File: src/rtl/mdu_pkg.sv
// rtl/mdu_pkg.sv - shared encodings and constants for the multiply/divide unit
package mdu_pkg;

  typedef enum logic [2:0] {
    OP_MULT  = 3'b000,
    OP_MULTU = 3'b001,
    OP_DIV   = 3'b010,
    OP_DIVU  = 3'b011,
    OP_MTHI  = 3'b100,
    OP_MTLO  = 3'b101
  } md_op_t;

  typedef enum logic [1:0] {
    IDLE = 2'd0,
    MUL  = 2'd1,
    DIV  = 2'd2
  } mdu_state_t;

  localparam int DIV_ITERS = 32;

endpackage

File: src/rtl/div_radix2.sv
// rtl/div_radix2.sv - iterative radix-2 restoring divider on 32-bit magnitudes
module div_radix2
  import mdu_pkg::*;
(
  input  logic        clk,
  input  logic        reset,
  input  logic        go,
  input  logic [31:0] dividend,
  input  logic [31:0] divisor,
  output logic [31:0] quot,
  output logic [31:0] rem,
  output logic        done
);

  logic [31:0] dvsr;
  logic [5:0]  cnt;
  logic [32:0] shifted;
  logic [32:0] trial;

  // quot doubles as the dividend shift register: dividend bits leave the top
  // while quotient bits enter at the bottom.
  assign shifted = {rem, quot[31]};
  assign trial   = shifted - {1'b0, dvsr};

  always_ff @(posedge clk) begin
    if (reset) begin
      quot <= '0;
      rem  <= '0;
      dvsr <= '0;
      cnt  <= '0;
      done <= 1'b0;
    end else if (go) begin
      quot <= dividend;
      rem  <= '0;
      dvsr <= divisor;
      cnt  <= 6'(DIV_ITERS);
      done <= 1'b0;
    end else if (cnt != 6'd0) begin
      if (!trial[32]) begin
        rem  <= trial[31:0];
        quot <= {quot[30:0], 1'b1};
      end else begin
        rem  <= shifted[31:0];
        quot <= {quot[30:0], 1'b0};
      end
      cnt  <= cnt - 6'd1;
      done <= (cnt == 6'd1);
    end else begin
      done <= 1'b0;
    end
  end

endmodule

File: src/rtl/mul_div_unit.sv
// rtl/mul_div_unit.sv - multi-cycle MULT/DIV unit owning the HI/LO registers
module mul_div_unit
  import mdu_pkg::*;
#(
  parameter int MUL_LAT = 3
) (
  input  logic        clk,
  input  logic        reset,
  input  logic        start,
  input  logic [2:0]  md_op,
  input  logic [31:0] src1,
  input  logic [31:0] src2,
  output logic        busy,
  output logic [31:0] hi,
  output logic [31:0] lo
);

  mdu_state_t  state, state_n;
  logic [3:0]  mul_cnt;
  logic [32:0] mul_a, mul_b;
  logic [63:0] pa, pb, prod;
  logic        q_neg, r_neg, dz;
  logic [31:0] dvd_raw;
  logic        accept, mul_signed, div_signed, div_go;
  logic [31:0] dvd_mag, dvs_mag;
  logic [31:0] div_quot, div_rem;
  logic        div_done;

  assign accept     = start && !busy;
  assign mul_signed = (md_op == OP_MULT);
  assign div_signed = (md_op == OP_DIV);
  assign div_go     = accept && (state == IDLE) && (md_op == OP_DIV || md_op == OP_DIVU);
  assign dvd_mag    = (div_signed && src1[31]) ? -src1 : src1;
  assign dvs_mag    = (div_signed && src2[31]) ? -src2 : src2;

  // 33-bit operands extended to 64 bits; the low 64 bits of the product are exact.
  assign pa   = {{31{mul_a[32]}}, mul_a};
  assign pb   = {{31{mul_b[32]}}, mul_b};
  assign prod = pa * pb;

  div_radix2 u_div (
    .clk      (clk),
    .reset    (reset),
    .go       (div_go),
    .dividend (dvd_mag),
    .divisor  (dvs_mag),
    .quot     (div_quot),
    .rem      (div_rem),
    .done     (div_done)
  );

  always_comb begin
    state_n = state;
    case (state)
      IDLE: begin
        if (accept) begin
          case (md_op)
            OP_MULT, OP_MULTU: state_n = MUL;
            OP_DIV, OP_DIVU:   state_n = DIV;
            default:           state_n = IDLE;
          endcase
        end
      end
      MUL:     if (mul_cnt == 4'd1) state_n = IDLE;
      DIV:     if (div_done) state_n = IDLE;
      default: state_n = IDLE;
    endcase
  end

  always_ff @(posedge clk) begin
    if (reset) begin
      state   <= IDLE;
      busy    <= 1'b0;
      hi      <= '0;
      lo      <= '0;
      mul_cnt <= '0;
      mul_a   <= '0;
      mul_b   <= '0;
      q_neg   <= 1'b0;
      r_neg   <= 1'b0;
      dz      <= 1'b0;
      dvd_raw <= '0;
    end else begin
      state <= state_n;
      busy  <= (state_n != IDLE);
      case (state)
        IDLE: begin
          if (accept) begin
            case (md_op)
              OP_MULT, OP_MULTU: begin
                mul_a   <= {mul_signed & src1[31], src1};
                mul_b   <= {mul_signed & src2[31], src2};
                mul_cnt <= 4'(MUL_LAT);
              end
              OP_DIV, OP_DIVU: begin
                q_neg   <= div_signed & (src1[31] ^ src2[31]);
                r_neg   <= div_signed & src1[31];
                dz      <= (src2 == 32'd0);
                dvd_raw <= src1;
              end
              OP_MTHI: hi <= src1;
              OP_MTLO: lo <= src1;
              default: ;
            endcase
          end
        end
        MUL: begin
          mul_cnt <= mul_cnt - 4'd1;
          if (mul_cnt == 4'd1) begin
            hi <= prod[63:32];
            lo <= prod[31:0];
          end
        end
        DIV: begin
          // Fix-up cycle: apply signs, or the divide-by-zero override.
          if (div_done) begin
            if (dz) begin
              lo <= 32'hFFFF_FFFF;
              hi <= dvd_raw;
            end else begin
              lo <= q_neg ? -div_quot : div_quot;
              hi <= r_neg ? -div_rem : div_rem;
            end
          end
        end
        default: ;
      endcase
    end
  end

endmodule

File: config.mk
export PLATFORM = sky130hd
export DESIGN_NAME = mul_div_unit
export DESIGN_NICKNAME = d
export VERILOG_FILES = /design/src/rtl/mdu_pkg.sv /design/src/rtl/div_radix2.sv /design/src/rtl/mul_div_unit.sv
export SDC_FILE = /design/constraint.sdc
export NUM_CORES = 2
export LEC_CHECK = 0
export BUFFER_PORTS_ARGS = -buffer_cell sky130_fd_sc_hd__buf_4
export CORE_AREA = 2 2 399 401
export CTS_BUF_LIST = sky130_fd_sc_hd__clkbuf_2 sky130_fd_sc_hd__clkbuf_4 sky130_fd_sc_hd__clkbuf_8
export DETAILED_ROUTE_END_ITERATION = 12
export DIE_AREA = 0 0 401 403
export PLACE_DENSITY = 0.58
export SLEW_MARGIN = 15
export SYNTH_ARGS = -nofsm -noshare
export SYNTH_HDL_FRONTEND = slang
export SYNTH_HIERARCHICAL = 1
export SYNTH_SLANG_ARGS = --single-unit
File: constraint.sdc
create_clock -name clk -period 12.3 [get_ports clk]
set_input_delay 0.615 -clock clk [delete_from_list [all_inputs] [get_ports clk]]
set_output_delay 0.615 -clock clk [all_outputs]
set_load 0.05 [all_outputs]
# == Yosys cells after proc, flatten, opt, wreduce, memory -nomap -nowiden ==
# Cells that the tools add are included.
# word_totals
word_cells,100
ff_bits,275
output_inout_bits,65
inputBits,70
# classes
reduce_logical,24
add_sub_neg,7
bitwise,6
n_eq_ne,15
multipliers,1
mux,30
# op_table
operator,n
$mux W32,17
$pmux W32 S3,2
$neg A32 Y32,4
$mul A33 B33 Y64,1
$sub A33 B32 Y33,1
$logic_not A32 Y1,1
$mux W6,2
$reduce_and A5 Y1,2
$reduce_and A3 Y1,3
$mux W4,2
$ne A2 B1 Y1 const B,4
$pmux W4 S2,1
$eq A3 B2 Y1 const B,2
$eq A3 B3 Y1 const B,2
$eq A6 B1 Y1 const B,1
$mux W2,3
$pmux W2 S3,1
$reduce_bool A2 Y1,3
$reduce_bool A6 Y1,1
$reduce_or A2 Y1,3
$sub A6 B1 Y6 const B,1
$logic_and A1 B1 Y1,5
$and A1 B1 Y1,4
$eq A4 B1 Y1 const B,1
15 further kinds,16

# == Longest topological paths before layout ==
# depth
word_depth,6
mapped_depth,30
mapped_depth_nobuf,28

# == Hierarchy ==
# Netlist, hierarchy kept.
# modules_own_cells
module,area_each_um2,instances,seq_area_each_um2,cells_per_inst
mul_div_unit,48432.7,1,3443.3,5596
div_radix2,6267.3,1,2062.0,806

# == Worst setup path before layout ==
# OpenSTA, ideal clock, no wires.
# synth_timing
path_type,reg-to-reg
from,register mul_b[0]
to,register hi[30]
setup_ns,0.101
t_required_ns,12.199
stages_incl_launch_ff,27
arrival_ns,7.933
path_buffers,2
slack_ns,4.266
synth_period_minus_slack_ns,8.034
cell_sequence,dfxtp_1 -> clkbuf_1 -> nand2_1 -> inv_1 -> fa_1 -> fa_1 -> fa_1 -> fa_1 -> fa_1 -> fa_1 -> fa_1 -> inv_1 -> fa_1 -> inv_1 -> ha_1 -> clkbuf_1 -> a21o_1 -> a21o_1 -> a2111oi_0 -> o31ai_1 -> a21oi_1 -> a2bb2oi_1 -> o221a_2 -> o21ai_0 -> a211o_1 -> and3_1 -> o41ai_1
# synth_via
elab_chain_cells,3
# synth_lines
item,line,text
start: declaration,mul_div_unit.sv:20,"logic [32:0] mul_a, mul_b;"
start signal: assignment,mul_div_unit.sv:92,"mul_b <= {mul_signed & src2[31], src2};"
$mul A33 B33 Y64,mul_div_unit.sv:39,assign prod = pa * pb;
$mux W32,mul_div_unit.sv:109,if (mul_cnt == 4'd1) begin
$pmux W32 S3,mul_div_unit.sv:86,case (state)
end signal: assignment,mul_div_unit.sv:110,hi <= prod[63:32];
end signal: assignment,mul_div_unit.sv:119,hi <= dvd_raw;
end signal: assignment,mul_div_unit.sv:122,hi <= r_neg ? -div_rem : div_rem;
end: declaration,mul_div_unit.sv:14,"output logic [31:0] hi,"
# Every way passes these cells. The select of a mux whose other input is x is not followed.
# A chain may end at the register's enable or synchronous reset.

# == Worst setup path after layout ==
# layout_timing
from,register mul_b[7]
to,register hi[31]
# Same word-level chain as after synthesis.

==> impl_metrics.toml <==
[run_status]
status = "complete, no violations"

[synthesis]
syn_area_sq_um = 54700
synth_seq_area_share_pct = 10.06
synth.top_cells.by_count = "inv_1 (1,196), fa_1 (1,126), nand2_1 (963)"
syn_nets = 7854
synthCells = 6402
synth.ff_latch_count = 275
yosysWarnings = 6
synth_top_area_share_pct = 41.21
synth_area_leader_cell = "fa_1"
synthTopCellsByArea = "fa_1 (41%), dfxtp_1 (10%), inv_1 (8.2%)"
yosysMostFrequentCell = "inv_1"
syn_avg_cell_area_sq_um = 8.544
synth-main-ff-cell = "dfxtp_1"
ys_types = 77
ys_async_sr_fraction_pct = 0
synth_edf_count = 0

[global_routing]
grt_overflow = 0
grtUsageTotal_pct = 21.56
grt_max_degree = 118
grt_pass1_wl_um = 270500
antenna_found_initial = 3
grt_pass1_vias = 45460

[sta]
finalSetupViolCount = 0
fmax_mhz = 104.9
finalClockSkew_ns = 0.1198
final.setup.tns_ns = 0
worst_pin_slew_ns = 1.140
fin_crit_ns = 9.530
fin_crit_sh_pct = 77.48
rsz0062_at_grt = "no"
hold_viol_final = 0
report.final.slew_viol_count = 0
max_slew_margin_pct = 23.78

[placement]
place.gp.congestion = 0.9755
port_buffers = 134
dpl.hpwl_um = 137400
place_inst = 8305

[die]
ios = 135
fp.dieW_um = 401
start_util_pct = 34.74
die_h_um = 403
core_sq_um = 157500
die_area_sq_um = 161600
core.rowCount = 146

[clock_tree]
cts_tree = "yes"
clockBufferDepth = 3
clkSlewWorstSetupHoldPaths_ns = 0.07
cts_buffers = 52
cts_root_buf = "clkbuf_8"
holdBufCountCts = 0
htreeDepth = 2
post_cts_buffers = 0
insertion_delay_ns = 0.76
cts_resized = 0
clock_sinks = 275

[worst_setup_path]
worstSetupPathType = "register to register"
cp_data_arrival_time_ns = 10.16
end_kind = "register"
cp_max_fo = 27
critPathSlowestCell = "fa_1"
reg2reg_slack_ns = 2.77
r2r_cells = 29
slowest_delay_ns = 0.72
rr_startpoint = "mul_b[7]$_SDFFE_PP0P_"
crit_path_frequent_cell = "fa_1"
required_ns = 12.93
critPathLaunchType = "register"
rr_endpoint = "hi[31]$_SDFFE_PP0P_"

[worst_hold_path]
hold_path_depth = 3
worstHoldPathType = "primary input to register"
min_from = "src1[27]"
holdPathEnd = "dvd_raw[27]$_SDFFE_PP0P_"

[final_layout]
syn_to_final_growth_pct = 7.324
drive_gt1_share_pct = 5.657
multi_input_area_sq_um = 43230
seq_area_sq_um = 5512
num-fill-cells = 16270
finalNonFillerCells = 8406
final_nets = 7739

[pwr]
power.internal_uw = 2251
sequentialPowerShare_pct = 27.5
combPwrFrac_pct = 45.7
switchingPower_uw = 1807
total_leakage_power_uw = 0.02805
switching_share_pct = 44.53
pwr_density_cell_nw_per_um2 = 69.13
ir_drop_v = 0.0001539
p_clk_share_pct = 26.7

[detailed_routing]
first_pass_iters = 7
vias_per_cell = 5.167
num_vias = 43430
antenna_left = 0
drc = 0
drtIter0Drc = 2892
avgRoutedWirePerCell_um = 20.62
routed_wl_um = 173300

[run]
cap_violations = 0
-- logic make-up after synthesis --
| family | Yosys count | synth area share [%] |
|---|---|---|
| xor+xnor | 213 | 3.410 |
| fa+ha+maj | 1382 | 47.07 |
| simple gates | 2037 | 17.70 |
| compound gates | 847 | 9.632 |
| flops | 275 | 10.06 |
| mux | 64 | 1.176 |
| buf+inv | 1584 | 10.95 |
-- metal layers --
metal | part of all wire (%) | track usage, % | vias to the layer above
met3 | 5.6 | 2.264 | 331
met5 | 0 | 0 | -
met2 | 49 | 36.68 | 1393
met4 | 4.7 | 8.944 | 0
met1 | 41 | 27.96 | 22380
li1 | - | - | 19330
-- state kept, by name, summed over array words and instances (netlist names) --
register,cells
mul_a,33
mul_b,33
dvd_raw,32
hi,32
lo,32
u_div/dvsr,32
u_div/quot,32
u_div/rem,32
u_div/cnt,6
mul_cnt,4
state,2
busy,1
dz,1
q_neg,1
r_neg,1
u_div/done,1
-- power by group through the flow --
stage / Clock [uW] / Combinational (uW) / Sequential (uW)
CTS: 1100 / 1830 / 1110
global route: 1130 / 2020 / 1130
finish: 1080 / 1860 / 1120
floorplan: 0 / 1340 / 1120
global placement: 0 / 1810 / 1130
detailed placement: 0 / 1830 / 1130
-- layout make-up --
cell class                 instances  area share (%)
timing repair buffer             217           2.786
tap                             2072           4.416
multi-input combinational       4543           73.64
clock buffer                      80           1.694
antenna                            5         0.02131
sequential                       275           9.388
clock inverter                    16          0.3943
inverter                        1198           7.664
-- cells in the final DEF, fill, tap and decap left out, drive strengths merged, types with 8 or more instances in the layout --
cell,synthesis,layout
o21ai,167,167
o21bai,17,17
clkbuf,363,81
a21o,51,51
o41ai,21,21
nor3,39,39
or4,14,14
nor2,253,253
nand3,49,49
dfxtp,275,275
xnor2,138,138
or3,17,17
fa,1126,1126
a221oi,13,13
o211ai,18,18
a21oi,350,350
a211oi,40,40
nand4,29,29
clkinv,1,11
nor4,15,15
o31ai,34,34
xor2,75,75
nand2b,24,24
nor3b,8,8
buf,23,216
a311oi,29,29
ha,256,256
mux2i,62,62
o21a,11,11
nand2,963,963
or2,10,10
and2,554,554
inv,1197,1199
a31oi,17,17
and3,8,8
nor2b,33,33
-- how the worst max path moves through the flow --
stage	from	end	slack (ns)	cells after the start
2_1_floorplan	mul_b[0]$_SDFFE_PP0P_	hi[30]$_SDFFE_PP0P_	4.27	26
3_3_place_gp	mul_b[7]$_SDFFE_PP0P_	hi[31]$_SDFFE_PP0P_	2.76	29
3_5_place_dp	mul_b[7]$_SDFFE_PP0P_	hi[31]$_SDFFE_PP0P_	2.77	29
4_1_cts	mul_b[7]$_SDFFE_PP0P_	hi[31]$_SDFFE_PP0P_	2.73	29
5_1_grt	mul_b[7]$_SDFFE_PP0P_	hi[31]$_SDFFE_PP0P_	2.27	29
6_report	mul_b[7]$_SDFFE_PP0P_	hi[31]$_SDFFE_PP0P_	2.77	29
-- critical path, delay by kind of cell (launching register included) --
| kind | cells | cell delay (ns) |
|---|---|---|
| and+or+nand+nor | 1 | 0.15 |
| xor gates and xnor gates | 1 | 0.46 |
| buffers and inverters | 8 | 1.57 |
| DFF | 1 | 0.56 |
| AOI/OAI and AO/OA | 10 | 2.12 |
| adders and majority gates | 9 | 4.56 |
-- metrics by stage --
stage	hold slack (ns)	setup WS (ns)	total power, uW	util (%)	instance area, sq um
2_1_floorplan	0.4329	4.266	2455	-	54700
3_3_place_gp	0.4413	2.761	2940	36.50	57470
3_5_place_dp	0.4442	2.775	2959	36.50	57470
4_1_cts	0.1489	2.731	4051	37.27	58690
5_1_grt	0.1610	2.266	4281	37.27	58690
6_report	0.1764	2.770	4059	37.28	58710
(Power assumes the default switching activity.)
